**config.mk**
```make
export PLATFORM = sky130hd
export DESIGN_NAME = sd_wb_slave_ctrl
export DESIGN_NICKNAME = d
export VERILOG_FILES = /design/src/rtl/sd_wb_slave_ctrl.sv
export SDC_FILE = /design/constraint.sdc
export NUM_CORES = 1
export LEC_CHECK = 0
export CELL_PAD_IN_SITES_DETAIL_PLACEMENT = 1
export CELL_PAD_IN_SITES_GLOBAL_PLACEMENT = 2
export CORE_AREA = 2 2 402 404
export CTS_CLUSTER_DIAMETER = 40
export DETAILED_ROUTE_END_ITERATION = 16
export DIE_AREA = 0 0 404 406
export PLACE_DENSITY_LB_ADDON = 0.25
export SLEW_MARGIN = 25
export SYNTH_ARGS = -nofsm -noshare
export SYNTH_HDL_FRONTEND = slang
export SYNTH_SLANG_ARGS = --single-unit
```
**constraint.sdc**
```tcl
create_clock -name wb_clock -period 9.1 [get_ports wb_clock]
set_clock_uncertainty 0.05 [all_clocks]
set_input_delay 1.82 -clock wb_clock [delete_from_list [all_inputs] [get_ports wb_clock]]
set_output_delay 1.82 -clock wb_clock [all_outputs]
set_load 0.05 [all_outputs]
```
**src/rtl/sd_wb_slave_ctrl.sv**
```systemverilog
// Wishbone slave controller for the SD host: decodes bus accesses to config regs, engine starts and data FIFO.
// Latency: regs/FIFO write/errors answer 1 cycle after decode, FIFO read 2 cycles, exec accesses after engine done/timeout.
// Backpressure: one ack or error per strobe; strobe must drop for a cycle before the next access is decoded.
module sd_wb_slave_ctrl #(
  parameter int TIMEOUT_CYCLES = 1024,
  parameter int REG_W          = 32
) (
  input  logic                  wb_clock,
  input  logic                  reset,
  input  logic                  strobe_i,
  input  logic                  we_i,
  input  logic [4:0]            adr_i,
  input  logic [127:0]          wb_data_i,
  output logic [127:0]          wb_data_o,
  output logic                  ack_o,
  output logic                  error_o,
  output logic [16*REG_W-1:0]   cfg_regs_o,
  output logic                  cmd_start_o,
  input  logic                  cmd_done_i,
  output logic                  data_start_o,
  input  logic                  data_done_i,
  output logic                  fifo_wr_en_o,
  output logic [127:0]          fifo_wr_data_o,
  input  logic                  fifo_full_i,
  output logic                  fifo_rd_en_o,
  input  logic [127:0]          fifo_rd_data_i,
  input  logic                  fifo_empty_i
);

  localparam logic [15:0] CNT_LAST = 16'(TIMEOUT_CYCLES - 1);

  typedef enum logic [2:0] {IDLE, CMD_WAIT, DATA_WAIT, FIFO_RD, RESP, HOLD} state_t;

  state_t           state_q, state_d;
  logic             resp_err_q, resp_err_d;
  logic             cmd_start_d, data_start_d, fifo_wr_d, fifo_rd_d;
  logic [15:0]      cnt_q;
  logic             cmd_done_flag_q, cmd_to_flag_q;
  logic             data_done_flag_q, data_to_flag_q;
  logic [REG_W-1:0] regs_q [16];
  logic             decode;

  // An access is decoded only from IDLE, so a held strobe cannot retrigger.
  assign decode  = (state_q == IDLE) && strobe_i;
  assign ack_o   = (state_q == RESP) && !resp_err_q;
  assign error_o = (state_q == RESP) && resp_err_q;

  // Flatten the register file onto the config bus.
  always_comb begin
    cfg_regs_o = '0;
    for (int k = 0; k < 16; k++) begin
      cfg_regs_o[k*REG_W +: REG_W] = regs_q[k];
    end
  end

  // Next-state logic and single-cycle pulse requests.
  always_comb begin
    state_d      = state_q;
    resp_err_d   = resp_err_q;
    cmd_start_d  = 1'b0;
    data_start_d = 1'b0;
    fifo_wr_d    = 1'b0;
    fifo_rd_d    = 1'b0;
    case (state_q)
      IDLE: begin
        if (strobe_i) begin
          state_d    = RESP;
          resp_err_d = 1'b1;
          if (!adr_i[4]) begin
            resp_err_d = 1'b0;
          end else begin
            case (adr_i)
              5'd16: begin
                if (we_i) begin
                  cmd_start_d = 1'b1;
                  state_d     = CMD_WAIT;
                end else begin
                  resp_err_d = 1'b0;
                end
              end
              5'd19: begin
                if (we_i) begin
                  data_start_d = 1'b1;
                  state_d      = DATA_WAIT;
                end else begin
                  resp_err_d = 1'b0;
                end
              end
              5'd17: begin
                if (we_i && !fifo_full_i) begin
                  fifo_wr_d  = 1'b1;
                  resp_err_d = 1'b0;
                end
              end
              5'd18: begin
                if (!we_i && !fifo_empty_i) begin
                  fifo_rd_d = 1'b1;
                  state_d   = FIFO_RD;
                end
              end
              default: ;
            endcase
          end
        end
      end
      CMD_WAIT: begin
        if (cmd_done_i) begin
          state_d    = RESP;
          resp_err_d = 1'b0;
        end else if (cnt_q == CNT_LAST) begin
          state_d    = RESP;
          resp_err_d = 1'b1;
        end
      end
      DATA_WAIT: begin
        if (data_done_i) begin
          state_d    = RESP;
          resp_err_d = 1'b0;
        end else if (cnt_q == CNT_LAST) begin
          state_d    = RESP;
          resp_err_d = 1'b1;
        end
      end
      FIFO_RD: begin
        state_d    = RESP;
        resp_err_d = 1'b0;
      end
      RESP:    state_d = HOLD;
      HOLD:    if (!strobe_i) state_d = IDLE;
      default: state_d = IDLE;
    endcase
  end

  // State register and registered one-cycle pulses.
  always_ff @(posedge wb_clock) begin
    if (reset) begin
      state_q      <= IDLE;
      resp_err_q   <= 1'b0;
      cmd_start_o  <= 1'b0;
      data_start_o <= 1'b0;
      fifo_wr_en_o <= 1'b0;
      fifo_rd_en_o <= 1'b0;
    end else begin
      state_q      <= state_d;
      resp_err_q   <= resp_err_d;
      cmd_start_o  <= cmd_start_d;
      data_start_o <= data_start_d;
      fifo_wr_en_o <= fifo_wr_d;
      fifo_rd_en_o <= fifo_rd_d;
    end
  end

  // Datapath: timeout counter, engine status flags, register file and read/write data.
  always_ff @(posedge wb_clock) begin
    if (reset) begin
      cnt_q            <= '0;
      cmd_done_flag_q  <= 1'b0;
      cmd_to_flag_q    <= 1'b0;
      data_done_flag_q <= 1'b0;
      data_to_flag_q   <= 1'b0;
      wb_data_o        <= '0;
      fifo_wr_data_o   <= '0;
      for (int k = 0; k < 16; k++) regs_q[k] <= '0;
    end else begin
      if ((state_q == CMD_WAIT || state_q == DATA_WAIT) && state_d == state_q)
        cnt_q <= cnt_q + 16'd1;
      else
        cnt_q <= '0;

      // Status of the last exec of each engine; done beats a same-cycle timeout.
      if (state_q == CMD_WAIT && state_d == RESP) begin
        cmd_done_flag_q <= cmd_done_i;
        cmd_to_flag_q   <= !cmd_done_i;
      end
      if (state_q == DATA_WAIT && state_d == RESP) begin
        data_done_flag_q <= data_done_i;
        data_to_flag_q   <= !data_done_i;
      end

      if (decode) fifo_wr_data_o <= wb_data_i;

      if (decode && we_i && !adr_i[4]) regs_q[adr_i[3:0]] <= wb_data_i[REG_W-1:0];

      if (decode && !we_i) begin
        if (!adr_i[4])
          wb_data_o <= {{(128-REG_W){1'b0}}, regs_q[adr_i[3:0]]};
        else if (adr_i == 5'd16)
          wb_data_o <= {126'b0, cmd_to_flag_q, cmd_done_flag_q};
        else if (adr_i == 5'd19)
          wb_data_o <= {126'b0, data_to_flag_q, data_done_flag_q};
      end else if (state_q == FIFO_RD) begin
        wb_data_o <= fifo_rd_data_i;
      end
    end
  end

endmodule

```
Word-level counts from Yosys, hierarchy flattened
Memories as Yosys holds them, arrays and structs flattened.
Index checks and enable logic that the tools add are counted.
{ "classes": {"add_sub_neg": 1, "n_bitwise": 8, "n_eq_ne": 14, "reduce_logical": 31, "mux": 35} }
{ "ops": {"columns": ["cell", "count"], "rows": [
  ["$mux 128", 5],
  ["$mux 32", 1],
  ["$reduce_or 32->1", 1],
  ["$mux 3", 9],
  ["$eq 5x5->1 const B", 4],
  ["$reduce_or 5->1", 4],
  ["$pmux 3 s6", 1],
  ["$add 16x1->16 const B", 1],
  ["$eq 16x10->1 const B", 1],
  ["$mux 1", 15],
  ["$logic_and 1x1->1", 11],
  ["$eq 3x3->1 const B", 3],
  ["$pmux 3 s3", 1],
  ["$not 1->1", 8],
  ["$logic_not 1->1", 7],
  ["$eq 3x2->1 const B", 2],
  ["$mux 4", 1],
  ["$ne 4x2->1 const B", 1],
  ["$pmux 1 s4", 1],
  ["$reduce_and 2->1", 2],
  ["$reduce_bool 4->1", 1],
  ["$reduce_or 2->1", 2],
  ["$eq 3x1->1 const B", 1],
  ["$eq 3x3->1", 1],
  ["other kinds (5)", 5]
]} }
{ "word_totals": {"output_inout_bits": 774, "input_bits": 269, "regBits": 284, "memories": 1, "mem_bits_rw": 512} }
{ "memory_table": {"columns": ["name", "depth", "word_bits", "read_ports", "rd_ports_with_merged_regs", "write_ports", "line", "rtl"], "rows": [
  ["regs_q", 16, 32, 17, 0, 16, "40", "logic [REG_W-1:0] regs_q [16];"]
]} }

Longest topological paths before layout
{ "depth": {"ltp_word": 11, "ltp_mapped": 9, "depth_no_buf": 6} }

Worst setup path before layout
OpenSTA, ideal clock, no wires.
{ "synth_timing": {"path_type": "in2reg", "from": "in adr_i[1]", "to": "mem regs_q[11][0] (enable)", "path_slack_ps": 3413, "setup_time_ps": 466, "path_stages": 6, "arrival_time_ps": 5171, "required_ps": 8584, "path_buffers": 4, "cell_sequence": "buf_2 -> buf_2 -> buf_2 -> buf_1 -> nand2_1 -> o21ai_0"} }
{ "synth_lines": {"columns": ["item", "line", "rtl"], "rows": [
  ["start: declaration", "12", "input logic [4:0] adr_i,"],
  ["end: declaration", "40", null]
]} }

Worst setup path in the final report
{ "layout_timing": {"from": "in adr_i[3]", "to": "reg wb_data_o[47]"} }
{ "layout_between": {"elab_chain_len": 4, "elab_cells_between_ends": 7} }
{ "layout_lines": {"columns": ["item", "line", "rtl"], "rows": [
  ["$eq 5x5->1", "187", "else if (adr_i == 5'd16)"],
  ["$mux 128", "187", null],
  ["$mux 128", "185", "if (!adr_i[4])"],
  ["$mux 128", "184", "if (decode && !we_i) begin"],
  ["end signal: assignment", "186", "wb_data_o <= {{(128-REG_W){1'b0}}, regs_q[adr_i[3:0]]};"],
  ["end signal: assignment", "188", "wb_data_o <= {126'b0, cmd_to_flag_q, cmd_done_flag_q};"],
  ["end signal: assignment", "190", "wb_data_o <= {126'b0, data_to_flag_q, data_done_flag_q};"],
  ["end: declaration", "14", "output logic [127:0] wb_data_o,"]
]} }
Parallel ways exist; a longest one is shown, timed or not.
A chain may end at the register's enable or synchronous reset.

==> results by group <==
STA
  • Fin. max-slew vios: 0
  • Final Hold Viols: 0
  • Hold slack: 0.398 ns
  • Slew @ Worst Pin: 1.08 ns
  • RSZ-0062 raised after global routing: no
  • Slew Limit Headroom: 0.280
  • Fin Setup TNS: 0 ns
  • Fin crit share: 0.594
  • Fmax: 0.185 GHz
  • Count of final setup violators: 0
  • Final min period: 5.40 ns

Critical path
  • Data arrival, critical path: 6.05 ns
  • Critical Path Source Type: primary input
  • CP max FO: 48
  • CP Capture Type: register
  • Slowest-stage cell, CP: a21oi_4
  • R2r setup slk: 4.94 ns
  • CP Data Required Time: 9.75 ns
  • R2R depth: 7
  • Worst path most repeated cell: buf_4
  • Reg2reg end: regs_q[0][3]
  • Cells along the critical path: buf_4 -> buf_4 -> or3b_2 -> nor2_1 -> a21oi_4 -> buf_4 -> buf_4 -> nand2_1 -> a21oi_1
  • Kind of critical path: in -> reg
  • RR Startpoint: state_q[2]
  • Slowest stage delay, CP: 0.85 ns

Synth
  • Area contributors post-synth: edfxtp_1, dfxtp_1, and2_1
  • Mapped Cells: 2703
  • Post-synth top area cell: edfxtp_1
  • Register area share after synthesis: 0.626
  • Top_reg_cell synth: edfxtp_1
  • Seq cells post-synth: 796
  • YS warnings: 0
  • Synth top cells by count: and2_1, edfxtp_1, nand2_1
  • Syn nets: 2973
  • Synth async-reset ratio: 0
  • Netlist cell types: 54
  • Share of the synthesized area in the top cell type: 0.457
  • Number of synthesized flops with an enable pin: 512
  • Syn avg cell area: 12.4 um2
  • Syn Std Cell Area: 33600 um2

Placement
  • Cell Area, Placed: 46400 um2
  • RePlAce Congestion: 0.797
  • Post-DP HPWL: 130 mm
  • Port Buffer Count: 1042

Outcome
  • Status: completed

Die
  • Rows: 147
  • Initial Util: 0.211
  • Die H: 406 um
  • Die X: 404 um
  • Die area: 164000 um2
  • Ports: 1043
  • Core Box Area: 160000 um2

CTS
  • CTS buffer count: 167
  • Post-cts sizing count: 0
  • Clk sinks: 796
  • CTS Buffer Depth: 3
  • H-tree levels: 4
  • Postcts setup bufs: 0
  • Clk root buf: clkbuf_16
  • Post-CTS Hold Buffers: 0
  • Clk Latency, worst-skew pair: 0.79 ns
  • Worst-path clk slew: 0.05 ns
  • TritonCTS clock tree: built

GRT
  • Initial antenna violation count: 26
  • Number of global-route vias before repair: 28300
  • First-pass GRT wire length: 248 mm
  • GRT overflow: 0
  • Gr usage total: 0.219
  • Largest net degree at the start of global routing: 86

Worst hold path
  • Worst Min Path Start: wb_data_o[68]
  • HP Class: reg -> reg
  • Hold path depth: 2
  • Worst Hold End: wb_data_o[68]

Flow run
  • Maxcap violations: 0

Detailed routing
  • Vias: 27100
  • Drc violations: 0
  • Pre-antenna DRT Iters: 5
  • Final WL: 185 mm
  • WL/cell: 31.0 um
  • Final ANT Viol Nets: 0
  • DR vias/cell: 4.54
  • DRT iter0 DRCs: 1937

Power and ir drop
  • Power per cell area: 233 nW/um2
  • Worst IR Drop VDD: 0.203 mV
  • P_leak: 18.5 nW

Cells and area
  • Area grow syn2layout: 55.9%
  • Share of layout cells above drive strength 1: 0.145
  • Design area: 52400 um2
  • Final nets: 4002
[layout make-up]
cell class	count	area (um2)
Antenna cell	6	15.0
Clock buffer	206	4420
Clock inverter	109	1610
Fill cell	17200	107000
Inverter	7	26.3
Multi-Input combinational cell	1664	11800
Sequential cell	796	21100
Tap cell	2086	2610
Timing Repair Buffer	1096	10900
[placed cells by master (no fill, tap or decap), drive strengths merged, types with 25 or more instances in the layout]
cell	Yosys	final
a221oi	32	32
a21oi	230	230
clkbuf	172	207
buf	64	57
clkdlybuf4s50	0	1038
nand3	105	105
a211oi	32	32
clkinv	0	62
mux2	33	33
mux4	126	126
dfxtp	284	284
bufinv	0	25
nor2	69	69
edfxtp	512	512
a22oi	29	29
nand2	372	372
and2	512	512
[flip-flops by register name (all words and copies together) (netlist names), 3 cells and up]
signal,flops
cnt_q,16
regs_q,512
wb_data_o,128
state_q,3
fifo_wr_data_o,128
[worst max-delay path by stage]
stage          startpoint             to  slack, ns  cells after the start
2_1_floorplan    adr_i[1]  regs_q[11][0]       3.41                      6
3_3_place_gp     adr_i[3]  wb_data_o[75]       3.09                      9
3_5_place_dp     adr_i[3]  wb_data_o[90]       3.04                      9
4_1_cts          adr_i[3]  wb_data_o[47]       3.89                      9
5_1_grt          adr_i[3]  wb_data_o[61]       3.58                      9
6_report         adr_i[3]  wb_data_o[47]       3.70                      9
[worst max-delay path, delay by kind of cell]
| family | cells | cell delay, ns |
|---|---|---|
| buffers and inverters | 4 | 2.36 |
| AOI/OAI and AO/OA | 2 | 0.99 |
| and+or+nand+nor | 3 | 0.57 |
[cell families (layout without fill, tap and decap cells)]
family	after synthesis	count (layout)	synth area share
xor gates and xnor gates	16	16	0.00417
and+or+nand+nor	1132	1132	0.176
AOI/OAI and AO/OA	352	352	0.0671
muxes	163	163	0.0967
buffers and inverters	243	1418	0.0288
DFF	796	796	0.626
other	0	6	0
adders and majority gates	1	1	0.000372
[report_power, final]
part / internal (W) / leakage [nW] / switching [W]
combinational: 0.000504 / 8.03 / 0.00109
sequential: 0.00400 / 7.61 / 0.000122
clock: 0.00421 / 2.87 / 0.00227
total: 0.00871 / 18.5 / 0.00349
[metal layers]
layer / wire length [um] / global-route usage / part of all wire
met5: 42 / 0 / 0.00023
met4: 4900 / 0.0604 / 0.026
met3: 15300 / 0.0693 / 0.083
met2: 90000 / 0.368 / 0.49
met1: 75000 / 0.270 / 0.40
[stage by stage]
step	util	power (W)	std cells	setup slack (ns)
after floorplan	-	0.00503	2703	3.41
after global placement	0.290	0.00580	5647	3.09
after detailed placement	0.291	0.00580	5649	3.04
after CTS	0.328	0.0124	5964	3.89
after global routing	0.328	0.0126	5966	3.58
final	0.328	0.0122	5970	3.70
No activity file was read; power rests on OpenSTA's default activity.
